==> src/rtl/wb_selfcheck_if.sv <==
// Bundle of the checker's load, writeback-monitor and status signals.
// Latency: none, wires only.
// Backpressure: exp_valid/exp_ready handshake on the expected-entry load path.
// Ports (signals):
//   exp_valid/exp_ready/exp_rd/exp_data : expected (rd, value) load channel
//   start                               : begin check / re-arm
//   wb_en/wb_rd/wb_data                 : monitored register-file write port
//   busy/done/pass/timeout              : run status
//   pass_cnt/fail_cnt                   : match / mismatch counters
//   first_fail_idx/rd/data              : capture of the first mismatch
// master = stimulus side (core / bench), slave = the checker.
interface wb_selfcheck_if #(
    parameter int XLEN  = 32,
    parameter int REG_W = 5,
    parameter int DEPTH = 32
);
    localparam int CNT_W = $clog2(DEPTH + 1);

    logic             exp_valid;
    logic             exp_ready;
    logic [REG_W-1:0] exp_rd;
    logic [XLEN-1:0]  exp_data;
    logic             start;
    logic             wb_en;
    logic [REG_W-1:0] wb_rd;
    logic [XLEN-1:0]  wb_data;
    logic             busy;
    logic             done;
    logic             pass;
    logic             timeout;
    logic [CNT_W-1:0] pass_cnt;
    logic [CNT_W-1:0] fail_cnt;
    logic [CNT_W-1:0] first_fail_idx;
    logic [REG_W-1:0] first_fail_rd;
    logic [XLEN-1:0]  first_fail_data;

    modport master (
        output exp_valid, exp_rd, exp_data, start, wb_en, wb_rd, wb_data,
        input  exp_ready, busy, done, pass, timeout, pass_cnt, fail_cnt,
               first_fail_idx, first_fail_rd, first_fail_data
    );

    modport slave (
        input  exp_valid, exp_rd, exp_data, start, wb_en, wb_rd, wb_data,
        output exp_ready, busy, done, pass, timeout, pass_cnt, fail_cnt,
               first_fail_idx, first_fail_rd, first_fail_data
    );
endinterface

==> src/rtl/wb_selfcheck.sv <==
// Writeback checker: queue of expected (rd, value) pairs compared in order against real writebacks.
// Latency: counters, first-fail capture and state update one cycle after the consuming writeback.
// Backpressure: exp_ready low outside IDLE or when the queue is full; the core is never stalled.
// Ports:
//   clk, rst : clock and synchronous active-high reset
//   bus      : wb_selfcheck_if.slave carrying load channel, start, writeback monitor and status
module wb_selfcheck #(
    parameter int XLEN         = 32,
    parameter int REG_W        = 5,
    parameter int DEPTH        = 32,
    parameter int TIMEOUT      = 1024,
    parameter int STOP_ON_FAIL = 0
) (
    input  logic           clk,
    input  logic           rst,
    wb_selfcheck_if.slave  bus
);
    localparam int CNT_W = $clog2(DEPTH + 1);
    localparam int TO_W  = $clog2(TIMEOUT + 1);
    localparam int PTR_W = $clog2(DEPTH);

    typedef enum logic [1:0] {S_IDLE, S_RUN, S_DONE} state_t;

    state_t state_q, state_d;

    logic [REG_W-1:0] q_rd   [DEPTH];
    logic [XLEN-1:0]  q_data [DEPTH];
    logic [PTR_W-1:0] wr_ptr_q, rd_ptr_q;
    logic [CNT_W-1:0] occ_q;

    logic [TO_W-1:0]  wd_q;
    logic             timeout_q;
    logic [CNT_W-1:0] pass_cnt_q, fail_cnt_q, ff_idx_q;
    logic [REG_W-1:0] ff_rd_q;
    logic [XLEN-1:0]  ff_data_q;

    logic in_idle, in_run, in_done;
    logic full, empty, push, pop, mismatch, last_pop, expire, rearm;

    assign in_idle  = (state_q == S_IDLE);
    assign in_run   = (state_q == S_RUN);
    assign in_done  = (state_q == S_DONE);
    assign full     = (occ_q == CNT_W'(DEPTH));
    assign empty    = (occ_q == '0);
    assign push     = bus.exp_valid && in_idle && !full;
    // x0 writes are architectural no-ops, so they never consume an entry.
    assign pop      = in_run && bus.wb_en && (bus.wb_rd != '0) && !empty;
    assign mismatch = pop && ((q_rd[rd_ptr_q] != bus.wb_rd) || (q_data[rd_ptr_q] != bus.wb_data));
    assign last_pop = pop && (occ_q == CNT_W'(1));
    // Fires on the edge where the counter would reach TIMEOUT; a pop on that edge wins.
    assign expire   = in_run && !pop && (wd_q == TO_W'(TIMEOUT - 1));
    assign rearm    = in_done && bus.start;

    always_ff @(posedge clk) begin
        if (rst) state_q <= S_IDLE;
        else     state_q <= state_d;
    end

    always_comb begin
        state_d = state_q;
        case (state_q)
            S_IDLE: begin
                // Nothing to check: report an immediate pass.
                if (bus.start) state_d = empty ? S_DONE : S_RUN;
            end
            S_RUN: begin
                if (last_pop || expire || ((STOP_ON_FAIL != 0) && mismatch)) state_d = S_DONE;
            end
            S_DONE: begin
                if (bus.start) state_d = S_IDLE;
            end
            default: state_d = S_IDLE;
        endcase
    end

    // Queue storage needs no reset: occupancy and pointers define validity.
    always_ff @(posedge clk) begin
        if (push && !rst) begin
            q_rd[wr_ptr_q]   <= bus.exp_rd;
            q_data[wr_ptr_q] <= bus.exp_data;
        end
    end

    always_ff @(posedge clk) begin
        if (rst || rearm) begin
            wr_ptr_q   <= '0;
            rd_ptr_q   <= '0;
            occ_q      <= '0;
            wd_q       <= '0;
            timeout_q  <= 1'b0;
            pass_cnt_q <= '0;
            fail_cnt_q <= '0;
            ff_idx_q   <= '0;
            ff_rd_q    <= '0;
            ff_data_q  <= '0;
        end else begin
            if (push) begin
                wr_ptr_q <= wr_ptr_q + PTR_W'(1);
                occ_q    <= occ_q + CNT_W'(1);
            end
            if (pop) begin
                rd_ptr_q <= rd_ptr_q + PTR_W'(1);
                occ_q    <= occ_q - CNT_W'(1);
                if (mismatch) begin
                    fail_cnt_q <= fail_cnt_q + CNT_W'(1);
                    if (fail_cnt_q == '0) begin
                        // No earlier failure, so the pop index equals the match count.
                        ff_idx_q  <= pass_cnt_q;
                        ff_rd_q   <= bus.wb_rd;
                        ff_data_q <= bus.wb_data;
                    end
                end else begin
                    pass_cnt_q <= pass_cnt_q + CNT_W'(1);
                end
            end
            if (in_idle && bus.start)  wd_q <= '0;
            else if (in_run && pop)    wd_q <= '0;
            else if (in_run && !expire) wd_q <= wd_q + TO_W'(1);
            if (expire) timeout_q <= 1'b1;
        end
    end

    assign bus.exp_ready       = in_idle && !full;
    assign bus.busy            = in_run;
    assign bus.done            = in_done;
    assign bus.pass            = in_done && (fail_cnt_q == '0) && !timeout_q;
    assign bus.timeout         = timeout_q;
    assign bus.pass_cnt        = pass_cnt_q;
    assign bus.fail_cnt        = fail_cnt_q;
    assign bus.first_fail_idx  = ff_idx_q;
    assign bus.first_fail_rd   = ff_rd_q;
    assign bus.first_fail_data = ff_data_q;
endmodule

==> src/flat_wrapper.sv <==
// flat-port wrapper written by rule: the top's interface ports become plain ports
module wb_selfcheck_flat 
#(
    parameter int XLEN         = 32,
    parameter int REG_W        = 5,
    parameter int DEPTH        = 32,
    parameter int TIMEOUT      = 1024,
    parameter int STOP_ON_FAIL = 0
)
  (clk, rst, bus_exp_valid, bus_exp_rd, bus_exp_data, bus_start, bus_wb_en, bus_wb_rd, bus_wb_data, bus_exp_ready, bus_busy, bus_done, bus_pass, bus_timeout, bus_pass_cnt, bus_fail_cnt, bus_first_fail_idx, bus_first_fail_rd, bus_first_fail_data);
  wb_selfcheck_if #(.XLEN(XLEN), .REG_W(REG_W), .DEPTH(DEPTH)) bus_i ();
  input  logic clk;
  input  logic rst;
  input wire logic [$bits(bus_i.exp_valid)-1:0] bus_exp_valid;
  input wire logic [$bits(bus_i.exp_rd)-1:0] bus_exp_rd;
  input wire logic [$bits(bus_i.exp_data)-1:0] bus_exp_data;
  input wire logic [$bits(bus_i.start)-1:0] bus_start;
  input wire logic [$bits(bus_i.wb_en)-1:0] bus_wb_en;
  input wire logic [$bits(bus_i.wb_rd)-1:0] bus_wb_rd;
  input wire logic [$bits(bus_i.wb_data)-1:0] bus_wb_data;
  output wire logic [$bits(bus_i.exp_ready)-1:0] bus_exp_ready;
  output wire logic [$bits(bus_i.busy)-1:0] bus_busy;
  output wire logic [$bits(bus_i.done)-1:0] bus_done;
  output wire logic [$bits(bus_i.pass)-1:0] bus_pass;
  output wire logic [$bits(bus_i.timeout)-1:0] bus_timeout;
  output wire logic [$bits(bus_i.pass_cnt)-1:0] bus_pass_cnt;
  output wire logic [$bits(bus_i.fail_cnt)-1:0] bus_fail_cnt;
  output wire logic [$bits(bus_i.first_fail_idx)-1:0] bus_first_fail_idx;
  output wire logic [$bits(bus_i.first_fail_rd)-1:0] bus_first_fail_rd;
  output wire logic [$bits(bus_i.first_fail_data)-1:0] bus_first_fail_data;
  assign bus_i.exp_valid = bus_exp_valid;
  assign bus_i.exp_rd = bus_exp_rd;
  assign bus_i.exp_data = bus_exp_data;
  assign bus_i.start = bus_start;
  assign bus_i.wb_en = bus_wb_en;
  assign bus_i.wb_rd = bus_wb_rd;
  assign bus_i.wb_data = bus_wb_data;
  assign bus_exp_ready = bus_i.exp_ready;
  assign bus_busy = bus_i.busy;
  assign bus_done = bus_i.done;
  assign bus_pass = bus_i.pass;
  assign bus_timeout = bus_i.timeout;
  assign bus_pass_cnt = bus_i.pass_cnt;
  assign bus_fail_cnt = bus_i.fail_cnt;
  assign bus_first_fail_idx = bus_i.first_fail_idx;
  assign bus_first_fail_rd = bus_i.first_fail_rd;
  assign bus_first_fail_data = bus_i.first_fail_data;
  wb_selfcheck #(.XLEN(XLEN), .REG_W(REG_W), .DEPTH(DEPTH), .TIMEOUT(TIMEOUT), .STOP_ON_FAIL(STOP_ON_FAIL)) u_core (.clk(clk), .rst(rst), .bus(bus_i));
endmodule
==> config.mk <==
export PLATFORM = sky130hd
export DESIGN_NAME = wb_selfcheck_flat
export DESIGN_NICKNAME = d
export VERILOG_FILES = /design/src/rtl/wb_selfcheck_if.sv /design/src/rtl/wb_selfcheck.sv /design/src/flat_wrapper.sv
export SDC_FILE = /design/constraint.sdc
export NUM_CORES = 1
export LEC_CHECK = 0
export CAP_MARGIN = 30
export CORE_MARGIN = 3
export CORE_UTILIZATION = 42
export CTS_CLUSTER_DIAMETER = 50
export CTS_CLUSTER_SIZE = 8
export DETAILED_ROUTE_END_ITERATION = 16
export MAX_ROUTING_LAYER = met4
export SLEW_MARGIN = 25
export SYNTH_ARGS = -nofsm -noshare
export SYNTH_HDL_FRONTEND = slang
export SYNTH_SLANG_ARGS = --single-unit
==> constraint.sdc <==
create_clock -name clk -period 3.66 [get_ports clk]
set_clock_uncertainty 0.1 [all_clocks]
set_input_delay 1.098 -clock clk [delete_from_list [all_inputs] [get_ports clk]]
set_output_delay 1.098 -clock clk [all_outputs]
set_load 0.02 [all_outputs]
==> metrics <==
worst slew pin tran around 900 ps; Core Area 118200 µm²; Syn Inst Count around 2700; Setup CP Type reg -> reg; met1 usage 34.08%; Critical Path Sink Type flop; endpoints failing setup 43; crit path time final between 3000 and 4000 ps; Slew HR 40.21%; Die Area between 100000 and 150000 µm²; routed length per instance slightly above 30 µm; P_sw approximately 7.3 mW; Buffers on Ports about 140; Lkg Pwr 19.65 nW; flops & latches, synth roughly 1300; largest net degree at the start of global routing 45; fillers 9220; Routability Congestion around 0.9; commonest non-fill, non-tap cell in the layout edfxtp_1; Layout area overhead 24.69%; Worst path max stage delay about 520 ps; startpoint types flop; sw frac between 20% and 30%; num ports around 140; status finished, violations left; Antenna Nets Post-Route 0; GR Overflow Total 0; crit path max fanout 24; asr flop ratio synth 0%; combinational fraction of design power around 6.3%; Final Hold Vio Count 0; Peak VDD IR roughly 0.47 mV; Cell Area, Synth roughly 50000 µm²; Routed Wire Length ~150000 µm; met3 GRT Util 4.656%; placed wire-length estimate around 91000 µm; total negative setup slack -1196 ps; top cell type's share of synthesized area between 70% and 80%; Top FF cell, synth edfxtp_1; max cap viols 0; Clock Sinks approximately 1300; final worst slack -80.89 ps; vias in the first global route 29083; number of synthesized flops with an enable pin ~1200; final worst-path cycle share 102.2%; cell mode on critical path buf_12; fraction of layout cells with a size suffix above 1 between 20 and 30%; vias a little under 30000; Flop pwr share 48.9%; fmax 267.3 MHz; hold_buf cts 0; most frequent cells in the layout 1184 x edfxtp_1, 325 x mux2i_1, 252 x buf_4; Avg Synthesized Cell Area 18.26 µm²; Synth area leaders edfxtp_1 71%, mux4_2 7.2%, mux2i_1 6.6%, dfxtp_1 3.6%, a22oi_1 2.0%; CTS Buf Count roughly 180; clock share of power between 40 and 50%; first-pass GRT wire length around 210000 µm; PD cells 532.2 nW/µm²; Clock transition at path regs 50 ps; root buffer selected by CTS clkbuf_16; htree depth 4; Synth cell types 65; chip height between 300 and 400 µm; sequential element share of the synthesized area 74.63%; via/cell ratio between 5 and 6; max-slew violations 0; Mapped Nets 2833; Ys Warns 0; worst hold path type reg -> reg; failing checks setup timing; Starting Density a little over two fifths; Skew-Pair Late Insertion Delay ~770 ps; met2 usage slightly below 40%; worst-path cell chain buf_12, buf_6, buf_12, mux4_2, mux4_2, mux2i_2, buf_4, xnor2_2, nor4_4, buf_4, and4_4, buf_12, or4_4, a21oi_2; # DRC 0; clock buffer depth 3; P_int 25.91 mW; CP max stage cell mux4_2; unrepaired setup endpoints after global routing yes; Post-layout nets between 3000 and 4000; Die Span X 351.2 µm; critical path data required time 4250 ps; WP data arrival 4340 ps; CTS tree built; GR peak layer met2; total power about 33 mW; Initial DRC Count between 3000 and 4000; GRT Total Usage between 20% and 30%; # rows approximately 130; Yosys top cell by area edfxtp_1; router iterations before antenna repair 6; antenna violations before repair 6
[cell type report]
type / count / area, µm² / share of cell area (%)
multi-input cells: 1302 / 12330 / 19.75
repair buffers: 516 / 5712 / 9.151
well taps: 1536 / 1922 / 3.079
flip-flops and latches: 1274 / 37370 / 59.87
inverters: 12 / 45.04 / 0.07217
diodes: 4 / 10.01 / 0.01604
clock inverters: 19 / 271.5 / 0.4350
clock buffers: 230 / 4755 / 7.618
[cell usage after synthesis, types with 22 or more instances]
library cell	number
edfxtp_1	1184
mux2i_1	328
mux4_2	159
a22oi_1	135
a21oi_1	107
nand2_1	105
nor2_1	93
nand3_1	91
dfxtp_1	90
clkbuf_1	52
buf_2	43
o21ai_0	42
xnor2_1	33
buf_6	28
xor2_1	25
nand4_1	22
[critical path: cells and delay by family, from the launching register on]
kind	cells	cell delay, ps
buffers and inverters	6	940
AO/OA/AOI/OAI	1	130
multiplexers	3	1220
XOR/XNOR	1	140
flip-flops	1	360
AND/OR/NAND/NOR	3	750
[timing repair]
item | in CTS | in global routing
cloned | 5 | 4
buffers inserted | 26 | 12
gates resized for setup | 63 | 48
endpoints found under the setup margin | 57 | 55
pin swaps | 14 | 8
[through the flow]
step | instances | utilization (%) | hold WS [ps] | setup slack (ps) | instance area (µm²)
after global routing | 4893 | 52.79 | 391.4 | -165.8 | 62410
after floorplan | 2741 | - | 367.8 | -425.2 | 50060
after CTS | 4866 | 52.48 | 373.8 | -31.77 | 62050
after detailed placement | 4586 | 47.60 | 364.4 | -567.0 | 56290
final | 4893 | 52.79 | 376.2 | -80.89 | 62410
after global placement | 4585 | 47.58 | 352.3 | -556.2 | 56250
[layer usage]
| metal | routed length (µm) | part of all wire, % |
|---|---|---|
| met5 | 0 | 0 |
| met3 | 13680 | 9.0 |
| met1 | 61580 | 40 |
| met2 | 72040 | 47 |
| met4 | 5273 | 3.5 |
[flip-flops by register name, indices dropped and copies added (netlist names), 6 cells and up, named ones only]
| register | cells |
|---|---|
| u_core.bus.fail_cnt | 6 |
| u_core.bus.first_fail_data | 32 |
| u_core.bus.pass_cnt | 6 |
| u_core.q_rd | 160 |
| u_core.occ_q | 6 |
| u_core.wd_q | 11 |
| u_core.bus.first_fail_idx | 6 |
| u_core.q_data | 1024 |
[final timing paths]
kind                                                endpoint  slack [ps]                         start  cells after the start
worst min register to register  u_core.bus.first_fail_idx[2]         380  u_core.bus.first_fail_idx[2]                      2
worst min-delay path            u_core.bus.first_fail_idx[2]         380  u_core.bus.first_fail_idx[2]                      2
worst max register to register        u_core.bus.fail_cnt[5]         -80                          flop                     14
worst max-delay path                  u_core.bus.fail_cnt[5]         -80                          flop                     14
[power groups by stage]
stage | clock network [mW] | logic [mW] | registers [mW]
2_1_floorplan | 0 | 0.851 | 16.5
3_3_place_gp | 0 | 1.91 | 16.5
3_5_place_dp | 0 | 1.95 | 16.5
4_1_cts | 15.1 | 2.03 | 16.2
5_1_grt | 15.8 | 2.19 | 16.2
6_report | 14.9 | 2.08 | 16.2
[logic make-up after synthesis]
family	synth area share, %
DFF	74.63
muxes	13.78
and+or+nand+nor	3.784
AOI/OAI and AO/OA	4.532
buffers and inverters	1.940
xor gates and xnor gates	1.015
adders and majority gates	0.3249
(Power assumes the default switching activity.)
